<file path="config.mk">
export PLATFORM = sky130hd
export DESIGN_NAME = aim65_kbd_matrix_flat
export DESIGN_NICKNAME = d
export VERILOG_FILES = /design/src/rtl/aim65_kbd_matrix_if.sv /design/src/rtl/aim65_kbd_matrix.sv /design/src/flat_wrapper.sv
export SDC_FILE = /design/constraint.sdc
export NUM_CORES = 1
export LEC_CHECK = 0
export CORE_MARGIN = 8
export CORE_UTILIZATION = 55
export DETAILED_ROUTE_END_ITERATION = 8
export DONT_BUFFER_PORTS = 1
export PLACE_DENSITY = 0.7
export SLEW_MARGIN = 20
export SYNTH_ARGS = -nofsm -noshare
export SYNTH_HDL_FRONTEND = slang
export SYNTH_SLANG_ARGS = --single-unit
</file>
<file path="constraint.sdc">
create_clock -name clk -period 9.95 [get_ports clk]
set_clock_uncertainty 0.2 [all_clocks]
set_input_delay 1.99 -clock clk [delete_from_list [all_inputs] [get_ports clk]]
set_output_delay 1.99 -clock clk [all_outputs]
set_load 0.01 [all_outputs]
</file>
<file path="src/rtl/aim65_kbd_matrix_if.sv">
// aim65_kbd_matrix_if
// Bundles the host-keyboard byte stream and the VIA-facing scan signals of
// the AIM-65 keyboard matrix emulator.
//   kbd_code  [7:0] PS/2 set-2 byte from the keyboard front end
//   kbd_valid       one-cycle strobe qualifying kbd_code
//   col_sel   [7:0] column drive from VIA port B, active low
//   row_out   [7:0] row sense to VIA port A, active low
//   any_key         high while any matrix key is held
//   busy            high while the byte decoder is mid-sequence
// master: keyboard/VIA side that drives bytes and columns.
// slave : the matrix emulator itself.
interface aim65_kbd_matrix_if;
  logic [7:0] kbd_code;
  logic       kbd_valid;
  logic [7:0] col_sel;
  logic [7:0] row_out;
  logic       any_key;
  logic       busy;

  modport master (
    output kbd_code, kbd_valid, col_sel,
    input  row_out, any_key, busy
  );

  modport slave (
    input  kbd_code, kbd_valid, col_sel,
    output row_out, any_key, busy
  );
endinterface

</file>
<file path="src/rtl/aim65_kbd_matrix.sv">
// aim65_kbd_matrix
// Emulates the AIM-65 8x8 keyboard matrix seen by the user VIA. Decoded PS/2
// set-2 bytes update a 64-bit key-state matrix; VIA column scans are answered
// with active-low row data one clock later.
// Ports:
//   clk    system clock
//   reset  asynchronous, active-high reset
//   bus    aim65_kbd_matrix_if.slave (kbd_code, kbd_valid, col_sel in;
//          row_out, any_key, busy out)
// Key index is col*8 + row.
module aim65_kbd_matrix #(
  parameter int E1_SKIP      = 7,
  parameter int RELEASE_HOLD = 1
) (
  input  logic                clk,
  input  logic                reset,
  aim65_kbd_matrix_if.slave   bus
);

  localparam int SKIP_W = (E1_SKIP < 1) ? 1 : $clog2(E1_SKIP + 1);
  localparam int HOLD_W = (RELEASE_HOLD < 1) ? 1 : $clog2(RELEASE_HOLD + 1);
  localparam logic [SKIP_W-1:0] SKIP_INIT = SKIP_W'(E1_SKIP);
  localparam logic [HOLD_W-1:0] HOLD_MAX  = HOLD_W'(RELEASE_HOLD);

  typedef enum logic [2:0] {
    ST_IDLE,
    ST_EXT,
    ST_BRK,
    ST_EXT_BRK,
    ST_SKIP
  } state_t;

  state_t             state, state_next;
  logic [SKIP_W-1:0]  skip_cnt, skip_cnt_next;

  logic [63:0]        key, key_next;
  logic [63:0]        pending, pending_next;
  logic [HOLD_W-1:0]  seen [64];
  logic [HOLD_W-1:0]  seen_next [64];
  logic [7:0]         col_prev;
  logic [7:0]         row_q;
  logic               any_q;

  logic               make_ev, break_ev, clear_all, ev_ext;
  logic [6:0]         lookup;
  logic [63:0]        hit_vec;
  logic               scan_evt;
  logic [7:0]         rows_hit;

  // Fixed translation table: {hit, col[2:0], row[2:0]}.
  function automatic logic [6:0] map_code(input logic ext, input logic [7:0] code);
    logic [6:0] m;
    m = 7'd0;
    if (!ext) begin
      case (code)
        8'h5A: m = {1'b1, 3'd0, 3'd0};  // RETURN
        8'h29: m = {1'b1, 3'd0, 3'd1};  // SPACE
        8'h66: m = {1'b1, 3'd0, 3'd2};  // DEL
        8'h76: m = {1'b1, 3'd0, 3'd3};  // ESC
        8'h16: m = {1'b1, 3'd1, 3'd0};  // 1
        8'h1E: m = {1'b1, 3'd1, 3'd1};  // 2
        8'h26: m = {1'b1, 3'd1, 3'd2};  // 3
        8'h25: m = {1'b1, 3'd1, 3'd3};  // 4
        8'h15: m = {1'b1, 3'd2, 3'd0};  // Q
        8'h1D: m = {1'b1, 3'd2, 3'd1};  // W
        8'h24: m = {1'b1, 3'd2, 3'd2};  // E
        8'h2D: m = {1'b1, 3'd2, 3'd3};  // R
        8'h1C: m = {1'b1, 3'd3, 3'd2};  // A
        8'h1B: m = {1'b1, 3'd3, 3'd3};  // S
        8'h23: m = {1'b1, 3'd3, 3'd4};  // D
        8'h2B: m = {1'b1, 3'd3, 3'd5};  // F
        8'h1A: m = {1'b1, 3'd4, 3'd0};  // Z
        8'h22: m = {1'b1, 3'd4, 3'd1};  // X
        8'h21: m = {1'b1, 3'd4, 3'd2};  // C
        8'h2A: m = {1'b1, 3'd4, 3'd3};  // V
        8'h14: m = {1'b1, 3'd7, 3'd6};  // CTRL
        8'h12,
        8'h59: m = {1'b1, 3'd7, 3'd7};  // both shifts share one key
        default: m = 7'd0;
      endcase
    end else begin
      case (code)
        8'h75: m = {1'b1, 3'd1, 3'd5};  // up
        8'h72: m = {1'b1, 3'd1, 3'd6};  // down
        8'h6B: m = {1'b1, 3'd2, 3'd6};  // left
        8'h74: m = {1'b1, 3'd2, 3'd7};  // right
        default: m = 7'd0;
      endcase
    end
    return m;
  endfunction

  // Prefix decoder state register.
  always_ff @(posedge clk or posedge reset) begin
    if (reset) begin
      state    <= ST_IDLE;
      skip_cnt <= '0;
    end else begin
      state    <= state_next;
      skip_cnt <= skip_cnt_next;
    end
  end

  // Prefix decoder: classifies each byte as make, break, clear or prefix.
  always_comb begin
    state_next    = state;
    skip_cnt_next = skip_cnt;
    make_ev       = 1'b0;
    break_ev      = 1'b0;
    clear_all     = 1'b0;
    ev_ext        = 1'b0;
    if (bus.kbd_valid) begin
      case (state)
        ST_IDLE: begin
          case (bus.kbd_code)
            8'hE0: state_next = ST_EXT;
            8'hF0: state_next = ST_BRK;
            8'hE1: begin
              if (E1_SKIP > 0) begin
                state_next    = ST_SKIP;
                skip_cnt_next = SKIP_INIT;
              end
            end
            8'hAA, 8'hFF: clear_all = 1'b1;
            default: make_ev = 1'b1;
          endcase
        end
        ST_EXT: begin
          if (bus.kbd_code == 8'hF0) begin
            state_next = ST_EXT_BRK;
          end else begin
            make_ev    = 1'b1;
            ev_ext     = 1'b1;
            state_next = ST_IDLE;
          end
        end
        ST_BRK: begin
          break_ev   = 1'b1;
          state_next = ST_IDLE;
        end
        ST_EXT_BRK: begin
          break_ev   = 1'b1;
          ev_ext     = 1'b1;
          state_next = ST_IDLE;
        end
        ST_SKIP: begin
          skip_cnt_next = skip_cnt - SKIP_W'(1);
          if (skip_cnt <= SKIP_W'(1)) state_next = ST_IDLE;
        end
        default: state_next = ST_IDLE;
      endcase
    end
  end

  assign lookup  = map_code(ev_ext, bus.kbd_code);
  assign hit_vec = lookup[6] ? (64'd1 << lookup[5:0]) : 64'd0;

  // Per-key update. The scan count is bumped before the break/pending
  // decision so a break landing on a scan edge can release immediately,
  // and a make always beats a pending release on the same key.
  always_comb begin
    scan_evt     = (bus.col_sel != col_prev);
    key_next     = key;
    pending_next = pending;
    for (int i = 0; i < 64; i++) begin
      seen_next[i] = seen[i];
      if (key[i] && !bus.col_sel[i[5:3]] && scan_evt && (seen[i] < HOLD_MAX))
        seen_next[i] = seen[i] + HOLD_W'(1);
      if (clear_all) begin
        key_next[i]     = 1'b0;
        pending_next[i] = 1'b0;
        seen_next[i]    = '0;
      end else if (make_ev && hit_vec[i]) begin
        if (!key[i]) seen_next[i] = '0;
        key_next[i]     = 1'b1;
        pending_next[i] = 1'b0;
      end else if (break_ev && hit_vec[i] && key[i]) begin
        if (seen_next[i] >= HOLD_MAX) begin
          key_next[i]     = 1'b0;
          pending_next[i] = 1'b0;
          seen_next[i]    = '0;
        end else begin
          pending_next[i] = 1'b1;
        end
      end else if (pending[i] && (seen_next[i] >= HOLD_MAX)) begin
        key_next[i]     = 1'b0;
        pending_next[i] = 1'b0;
        seen_next[i]    = '0;
      end
    end
  end

  // Wired-OR of the rows of every selected column; no ghost suppression.
  always_comb begin
    rows_hit = 8'h00;
    for (int c = 0; c < 8; c++) begin
      if (!bus.col_sel[c]) rows_hit = rows_hit | key[c*8 +: 8];
    end
  end

  // Matrix state and registered VIA-facing outputs.
  always_ff @(posedge clk or posedge reset) begin
    if (reset) begin
      key      <= '0;
      pending  <= '0;
      for (int i = 0; i < 64; i++) seen[i] <= '0;
      col_prev <= 8'hFF;
      row_q    <= 8'hFF;
      any_q    <= 1'b0;
    end else begin
      key      <= key_next;
      pending  <= pending_next;
      for (int i = 0; i < 64; i++) seen[i] <= seen_next[i];
      col_prev <= bus.col_sel;
      row_q    <= ~rows_hit;
      any_q    <= |key;
    end
  end

  assign bus.row_out = row_q;
  assign bus.any_key = any_q;
  assign bus.busy    = (state != ST_IDLE);

endmodule

</file>
<file path="src/flat_wrapper.sv">
// flat-port wrapper written by rule: the top's interface ports become plain ports
module aim65_kbd_matrix_flat 
#(
  parameter int E1_SKIP      = 7,
  parameter int RELEASE_HOLD = 1
)
  (clk, reset, bus_kbd_code, bus_kbd_valid, bus_col_sel, bus_row_out, bus_any_key, bus_busy);
  aim65_kbd_matrix_if bus_i ();
  input  logic clk;
  input  logic reset;
  input wire logic [$bits(bus_i.kbd_code)-1:0] bus_kbd_code;
  input wire logic [$bits(bus_i.kbd_valid)-1:0] bus_kbd_valid;
  input wire logic [$bits(bus_i.col_sel)-1:0] bus_col_sel;
  output wire logic [$bits(bus_i.row_out)-1:0] bus_row_out;
  output wire logic [$bits(bus_i.any_key)-1:0] bus_any_key;
  output wire logic [$bits(bus_i.busy)-1:0] bus_busy;
  assign bus_i.kbd_code = bus_kbd_code;
  assign bus_i.kbd_valid = bus_kbd_valid;
  assign bus_i.col_sel = bus_col_sel;
  assign bus_row_out = bus_i.row_out;
  assign bus_any_key = bus_i.any_key;
  assign bus_busy = bus_i.busy;
  aim65_kbd_matrix #(.E1_SKIP(E1_SKIP), .RELEASE_HOLD(RELEASE_HOLD)) u_core (.clk(clk), .reset(reset), .bus(bus_i));
endmodule
</file>
# Word-level counts from Yosys, hierarchy flattened
# Cells that the tools add are included.
word_totals:
  ff_bits: 215
  input_bits: 19
  out_inout_bits: 10
  word_cells: 2151
classes:
  n_addsub: 65
  magnitude_cmp: 129
  n_eq_ne: 104
  shifts: 1
  muxes: 1053
  bitwise_logic: 8
  n_reduce_logical: 594
op_table:
  columns: ["cell", "count"]
  rows:
  - ["1-bit two-way mux", 1033]
  - ["1-bit logical AND", 448]
  - ["4-bit by 2-bit inequality test with 1-bit output (second input constant)", 64]
  - ["4-bit nonzero test", 64]
  - ["7-bit case mux with 22 select lines", 1]
  - ["2-bit AND reduction", 64]
  - ["8-bit by 6-bit equality test with 1-bit output (second input constant)", 10]
  - ["8-bit by 5-bit equality test with 1-bit output (second input constant)", 9]
  - ["1-bit adder (second input constant)", 64]
  - ["8-bit by 7-bit equality test with 1-bit output (second input constant)", 8]
  - ["1-bit >= comparator (second input constant)", 64]
  - ["1-bit less-than comparator (second input constant)", 64]
  - ["64-bit two-way mux", 1]
  - ["8-bit two-way mux", 8]
  - ["64-bit OR reduction", 1]
  - ["1-bit by 6-bit << shifter with 64-bit output (first input constant)", 1]
  - ["8-bit OR", 7]
  - ["8-bit equality test (second input constant)", 5]
  - ["7-bit case mux with 4 select lines", 1]
  - ["3-bit case mux with 3 select lines", 2]
  - ["1-bit logical NOT", 8]
  - ["8-bit inequality test", 1]
  - ["8-bit inverter", 1]
  - ["7-bit two-way mux", 1]
  - ["18 further kinds", 24]

# Depth between registers and ports, before layout
# Gate-level depths: netlist of run 1.
depth:
  ltp_word: 16
  depth_mapped: 12
  mapped_depth_nobuf: 8

# Worst setup path before layout of run 1
# Ideal clock, no wire load.
synth_timing:
  path_kind: "in2reg"
  startpoint: "input port bus_kbd_code[1]"
  endpoint: "register u_core.seen[45] in the netlist's numbering"
  setup_ns: 0.119
  arrival_time_ns: 4.226
  required_ns: 9.631
  path_slack_ns: 5.405
  path_stages: 9
  n_path_buf: 1
  cell_sequence: "buf_6 or2_4 or4_4 o21ai_4 nand2_1 a2111o_1 or3_4 a21oi_1 nor2_1"
synth_rtl:
  columns: ["element", "line", "rtl"]
  rows:
  - ["start: declaration", "flat_wrapper.sv:11", "input wire logic [$bits(bus_i.kbd_code)-1:0] bus_kbd_code;"]
  - ["end: declaration", "aim65_kbd_matrix.sv:38", "logic [HOLD_W-1:0] seen [64];"]

==> flow_metrics.tcl, run 1 <==
set metrics [dict create \
    ant_nets 0 \
    routed_wl_mm 28.6 \
    area_delta_synth_final_pct 8.53 \
    synthMuxAreaShare_pct 0.326 \
    fp-row-count 51 \
    fillers 1646 \
    grt_pass1_wl_mm 47.0 \
    ys_ff_latch 215 \
    slew_headroom_pct 29.8 \
    maxSlewViolCount 0 \
    multi_input_area_um2 4790 \
    htreeDepth 1 \
    cap_violations 0 \
    synth_ff_type "dfrtp_1" \
    synth-edff-count 0 \
    period_share_pct 48.4 \
    hold_ws_ps 247 \
    synth-async-reset-ratio_pct 100 \
    vias_per_cell 6.51 \
    max_freq_mhz 207 \
    fp.dieW_um 156 \
    grt_use_total_pct 24.0 \
    vias 9036 \
    cp.required_ps 10150 \
    cp_max_fo 21 \
    rsz0062_at_grt "false" \
    finalHoldViolCount 0 \
    layout-drive-gt1-share_pct 9.16 \
    cts.path.max_buffers 3 \
    min_period_ps 4820 \
    ys_warn_count 0 \
    postSynthNetCount 1159 \
    critPathBufInv 0 \
    crit_family "simple AND/OR/NAND/NOR gates" \
    setup_viol 0 \
    yosysSeqAreaShare_pct 50.3 \
    synth_top_area_cell "dfrtp_1" \
    die_h_um 156 \
    utilization_pct 60.3 \
    pin_count 29 \
    grt_pass1_vias 8567 \
    cts_buffers 23 \
    antenna_cells 0 \
    peakVddDrop_uv 138 \
    clk-insertion-delay-late_ps 520 \
    netlist_top_cells_count "dfrtp_1, and3_1, nor2_1" \
    synth_top_family_by_area "simple AND/OR/NAND/NOR gates" \
    grt_overflow 0 \
    root_buffer "clkbuf_16" \
    syn_inst 1138 \
    cpPeakStageDelay_ps 810 \
    cts_tree "done" \
    clk_pin_slew_ps 60 \
    synth_compound_area_share_pct 19.2 \
    routedWlPerCell_um 20.6 \
    nets 1128 \
    cts_sinks 215 \
    syn_area_per_cell_um2 9.44 \
    crit_path_top_delay_cell "a22o_1" \
    synth_fa_ha_area_share_pct 0.233 \
    reg2reg_slack_ps 6270 \
    crit_arrival_ps 5020 \
    hold_buffers 0 \
    path_class "input port to register" \
    status "complete, no violations" \
    hold_path_class "register to register" \
    dr.pass1.iters 6 \
    yosysMostFrequentCell "dfrtp_1" \
    synthTopCellsByArea "dfrtp_1, and3_1, dfstp_2" \
    yosys.area.top_type_share_pct 46.3 \
    synth_xor_area_share_pct 0.734 \
    p_leak_nw 5.17 \
    worstSetupEndpointType "register" \
    synth_cell_types 89 \
    grt_antenna_before_repair 0 \
    die_area_um2 24300 \
    tightestPinTransition_ps 1050 \
    port_buffers 0 \
    coreArea_um2 19300 \
    start_util_pct 55.6 \
    hpwl_mm 19.1 \
    gp_congestion 0.888 \
    cts-resized-gates 0 \
    netlist_area_um2 10700 \
    worstPathCellList "or2_4 > nor4_4 > a21boi_4 > nor4_4 > a22o_1 > nand2_1 > or3_1 > o2111a_1" \
    power.density_nw_per_um2 193 \
    regArea_um2 5400 \
    route.detailed.drc 0 \
    post-cts-setup-buffers 0 \
    synth_simple_gate_area_share_pct 23.9 \
    grt_max_degree 104 \
    drt-initial-drc-count 970 \
    crit_top_cell "nor4_4" \
    setup-tns-final_ps 0 \
    start_kind "input port" \
]
[where the power goes]
group	leakage, nW	internal, mW	switching [mW]	total, mW
clock	0.373	0.506	0.348	0.854
sequential	2.82	0.944	0.0821	1.03
combinational	1.97	0.133	0.236	0.369
total	5.17	1.58	0.667	2.25
[worst register-to-register path, stage by stage (launching register included)]
cell and delay [ps]:
dfrtp_1 480, and3b_1 340, a21boi_4 450, nor4_4 100
a22o_1 580, nor2_1 760, a22oi_1 190, a2111oi_1 440
[path summary, 6_finish.rpt]
| check | from | endpoint | cells after the start |
|---|---|---|---|
| setup / recovery | bus_kbd_code[1] | u_core.seen[47] | 8 |
| hold / removal | u_core.pending[55] | u_core.seen[8] | 1 |
| setup reg to reg | u_core.state[2] | u_core.pending[13] | 7 |
| hold reg to reg | u_core.pending[55] | u_core.seen[8] | 1 |
| max in group asynchronous | reset | u_core.key[18] | 2 |
| min in group asynchronous | reset | u_core.pending[7] | 1 |
[through the flow]
stage                     std cells  setup slack, ps  total power, mW  instance area, um^2
final                          1389             5130             2.25                11700
after global routing           1389             4830             2.34                11700
after CTS                      1388             5180             2.25                11600
after detailed placement       1346             4660             1.40                10900
after global placement         1346             4700             1.39                10900
after floorplan                1138             1910             1.30                10700
[registers in the layout, indices dropped and copies added, names as in the netlist]
| register | flops |
|---|---|
| u_core.key | 64 |
| u_core.pending | 64 |
| u_core.seen | 64 |
| u_core.bus.row_out | 8 |
| u_core.col_prev | 8 |
| u_core.skip_cnt | 3 |
| u_core.state | 3 |
| u_core.bus.any_key | 1 |
[cell type report]
type	count	area share (%)
Clock buffer	37	5.99
Tap cell	265	2.84
Timing Repair Buffer	9	0.751
Inverter	76	2.51
Multi-Input combinational cell	782	41.1
Clock inverter	5	0.494
Sequential cell	215	46.3
[routing by layer]
layer  GRT usage [%]  wire length (um)  vias to the layer above  share of wire [%]
met1            33.2             12500                     4430                 44
met2            37.2             13100                      391                 46
li1                -                 -                     4151                  -
met5               0                 0                        -                  0
met4            9.38               990                        0                3.5
met3            4.04              2040                       64                7.1
[layout by cell type, fill, tap and decap left out, drive strengths merged, types with 16 or more instances in the layout]
cell / synthesis / layout
nor3: 73 / 73
a21oi: 72 / 72
clkbuf: 42 / 37
nand3: 24 / 24
nand4: 18 / 18
dfstp: 16 / 16
nor4: 40 / 40
nand2: 66 / 66
inv: 76 / 77
o22ai: 37 / 37
dfrtp: 199 / 199
o21ai: 76 / 76
and3: 91 / 91
nor2: 89 / 89
a31oi: 18 / 18
[cell families after synthesis]
logic type,Yosys count
simple gates,459
compound gates,309
flops,215
buf+inv,141
xor+xnor,9
mux,3
fa+ha+maj,2
Power figures use the tool's default switching activity.
==> run 2, diff against run 1 <==
PLACE_DENSITY = 0.73   (was 0.7)
clock period = 4.3 ns   (was 9.95 ns; I/O delays follow)
==> run 2 against run 1 <==
Compared with the run above: routed wire length fell by 1.7%; sequential share of layout area fell by 0.46 points; combinational power rose by 140%; clock power rose by 120%; clock-buffer cell count fell by 7; critical path type unchanged; largest cell class unchanged; non-clock buffer count rose by 18; first-iteration DRC count rose by 5.6%.
==> flow_metrics.tcl, run 2 (same netlist as run 1, synthesis figures left out) <==
set metrics [dict create \
    status "complete, no violations" \
    grt_pass1_vias 8535 \
    post-cts-setup-buffers 0 \
    clk-insertion-delay-late_ps 510 \
    min_period_ps 3490 \
    cts.path.max_buffers 3 \
    p_sw_share_pct 29.9 \
    dr.pass1.iters 5 \
    nets 1146 \
    antenna_cells 0 \
    routedWlPerCell_um 20.0 \
    die_h_um 156 \
    setup_viol 0 \
    hold_end "u_core.col_prev[6]" \
    placed_cells 1364 \
    gp_congestion 0.913 \
    drt-initial-drc-count 1024 \
    ant_nets 0 \
    p_int_mw 3.62 \
    reg2reg_depth 7 \
    grt_antenna_before_repair 0 \
    crit_path_top_delay_cell "a22oi_2" \
    mostFrequentLayoutCells "dfrtp_1, and3_1, nor2_1, inv_1, nor3_1" \
    pin_count 29 \
    setup-tns-final_ps 0 \
    grt_overflow 0 \
    htreeDepth 1 \
    maxSlewViolCount 0 \
    grt_pass1_wl_mm 46.1 \
    fp-row-count 51 \
    clk_pin_slew_ps 60 \
    crit_top_cell "nand2_1" \
    layout-drive-gt1-share_pct 10.8 \
    power.share.clock_pct 37.0 \
    vias 9156 \
    stdcell_count 1407 \
    cts_sinks 215 \
    cts_tree "done" \
    route.detailed.drc 0 \
    r2r-start "u_core.state[2]" \
    period_share_pct 81.1 \
    area_delta_synth_final_pct 9.63 \
    cp.required_ps 4540 \
    max_freq_mhz 287 \
    cts_buffers 23 \
    cap_violations 0 \
    cpPeakStageDelay_ps 690 \
    die_area_um2 24300 \
    final_common_cell "dfrtp_1" \
    finalHoldViolCount 0 \
    tightestPinTransition_ps 1020 \
    hold_path_class "input port to register" \
    crit_arrival_ps 3730 \
    path_class "input port to register" \
    seq_power_share_pct 45.8 \
    worstPathCellList "nor4b_1 > mux2i_1 > o32ai_1 > nand2_1 > a22oi_2 > nand2_1 > o22ai_1 > o211a_1" \
    reg2reg_slack_ps 810 \
    holdCritStartpoint "bus_col_sel[6]" \
    hpwl_mm 19.5 \
    p_switching_mw 1.54 \
    pwr-share-comb_pct 17.1 \
    cp_max_fo 17 \
    rsz0062_at_grt "false" \
    slew_headroom_pct 31.5 \
    cts-resized-gates 0 \
    p_leak_nw 5.24 \
    worstSetupEndpointType "register" \
    port_buffers 0 \
    fp.dieW_um 156 \
    hold_buffers 1 \
    start_kind "input port" \
    grt_use_total_pct 23.5 \
    coreArea_um2 19300 \
    r2r-end "u_core.seen[40]" \
    peakVddDrop_uv 282 \
    vias_per_cell 6.51 \
    start_util_pct 55.6 \
    top_regs "u_core.key: 64 flops, u_core.pending: 64 flops, u_core.seen: 64 flops" \
    routed_wl_mm 28.1 \
    hold_path_depth 0 \
    root_buffer "clkbuf_16" \
    power.density_nw_per_um2 438 \
    grt_max_degree 97 \
]
run 2: worst max-delay path by stage:
stage               startpoint                 end  slack, ps  cells after the start
2_1_floorplan            reset  u_core.bus.any_key        450                      1
3_3_place_gp   bus_kbd_code[1]      u_core.key[22]        410                      8
3_5_place_dp   bus_kbd_code[5]     u_core.seen[40]        370                      8
4_1_cts        u_core.state[2]     u_core.seen[40]        870                      7
5_1_grt        bus_kbd_code[5]      u_core.key[23]        580                      8
6_report       bus_kbd_code[5]     u_core.seen[40]        810                      8
run 2: layer usage:
metal | up-vias | global-route usage, % | wire [um]
met3 | 88 | 4.88 | 2390
met4 | 0 | 9.10 | 1150
li1 | 4205 | - | -
met5 | - | 0 | 0
met2 | 419 | 35.4 | 12400
met1 | 4444 | 32.7 | 12200
run 2: critical path, delay by kind of cell:
kind | cells | cell delay (ps)
and+or+nand+nor | 3 | 1130
muxes | 1 | 160
AOI/OAI and AO/OA | 4 | 1580
run 2: layout make-up:
type | count | area, um^2
clock buffer | 30 | 632
inverter | 76 | 289
sequential | 215 | 5400
multi-input combinational | 782 | 4800
fill | 1664 | 7550
clock inverter | 12 | 100
timing repair buffer | 27 | 230
tap | 265 | 332
run 2: through the flow:
step	util [%]	hold WS, ps	power [mW]	worst slack, ps	area [um^2]
2_1_floorplan	-	220	3.02	455	10700
3_3_place_gp	57.1	234	3.24	406	11000
3_5_place_dp	57.1	235	3.26	368	11000
4_1_cts	60.9	133	5.17	869	11800
5_1_grt	60.9	126	5.39	578	11800
6_report	60.9	149	5.16	813	11800
run 2: power groups by stage:
stage	sequential (mW)	clock (mW)	combinational (mW)
final	2.37	1.91	0.885
after global routing	2.38	2.03	0.972
after CTS	2.36	1.94	0.871
after detailed placement	2.40	0	0.865
after global placement	2.39	0	0.853
after floorplan	2.34	0	0.678
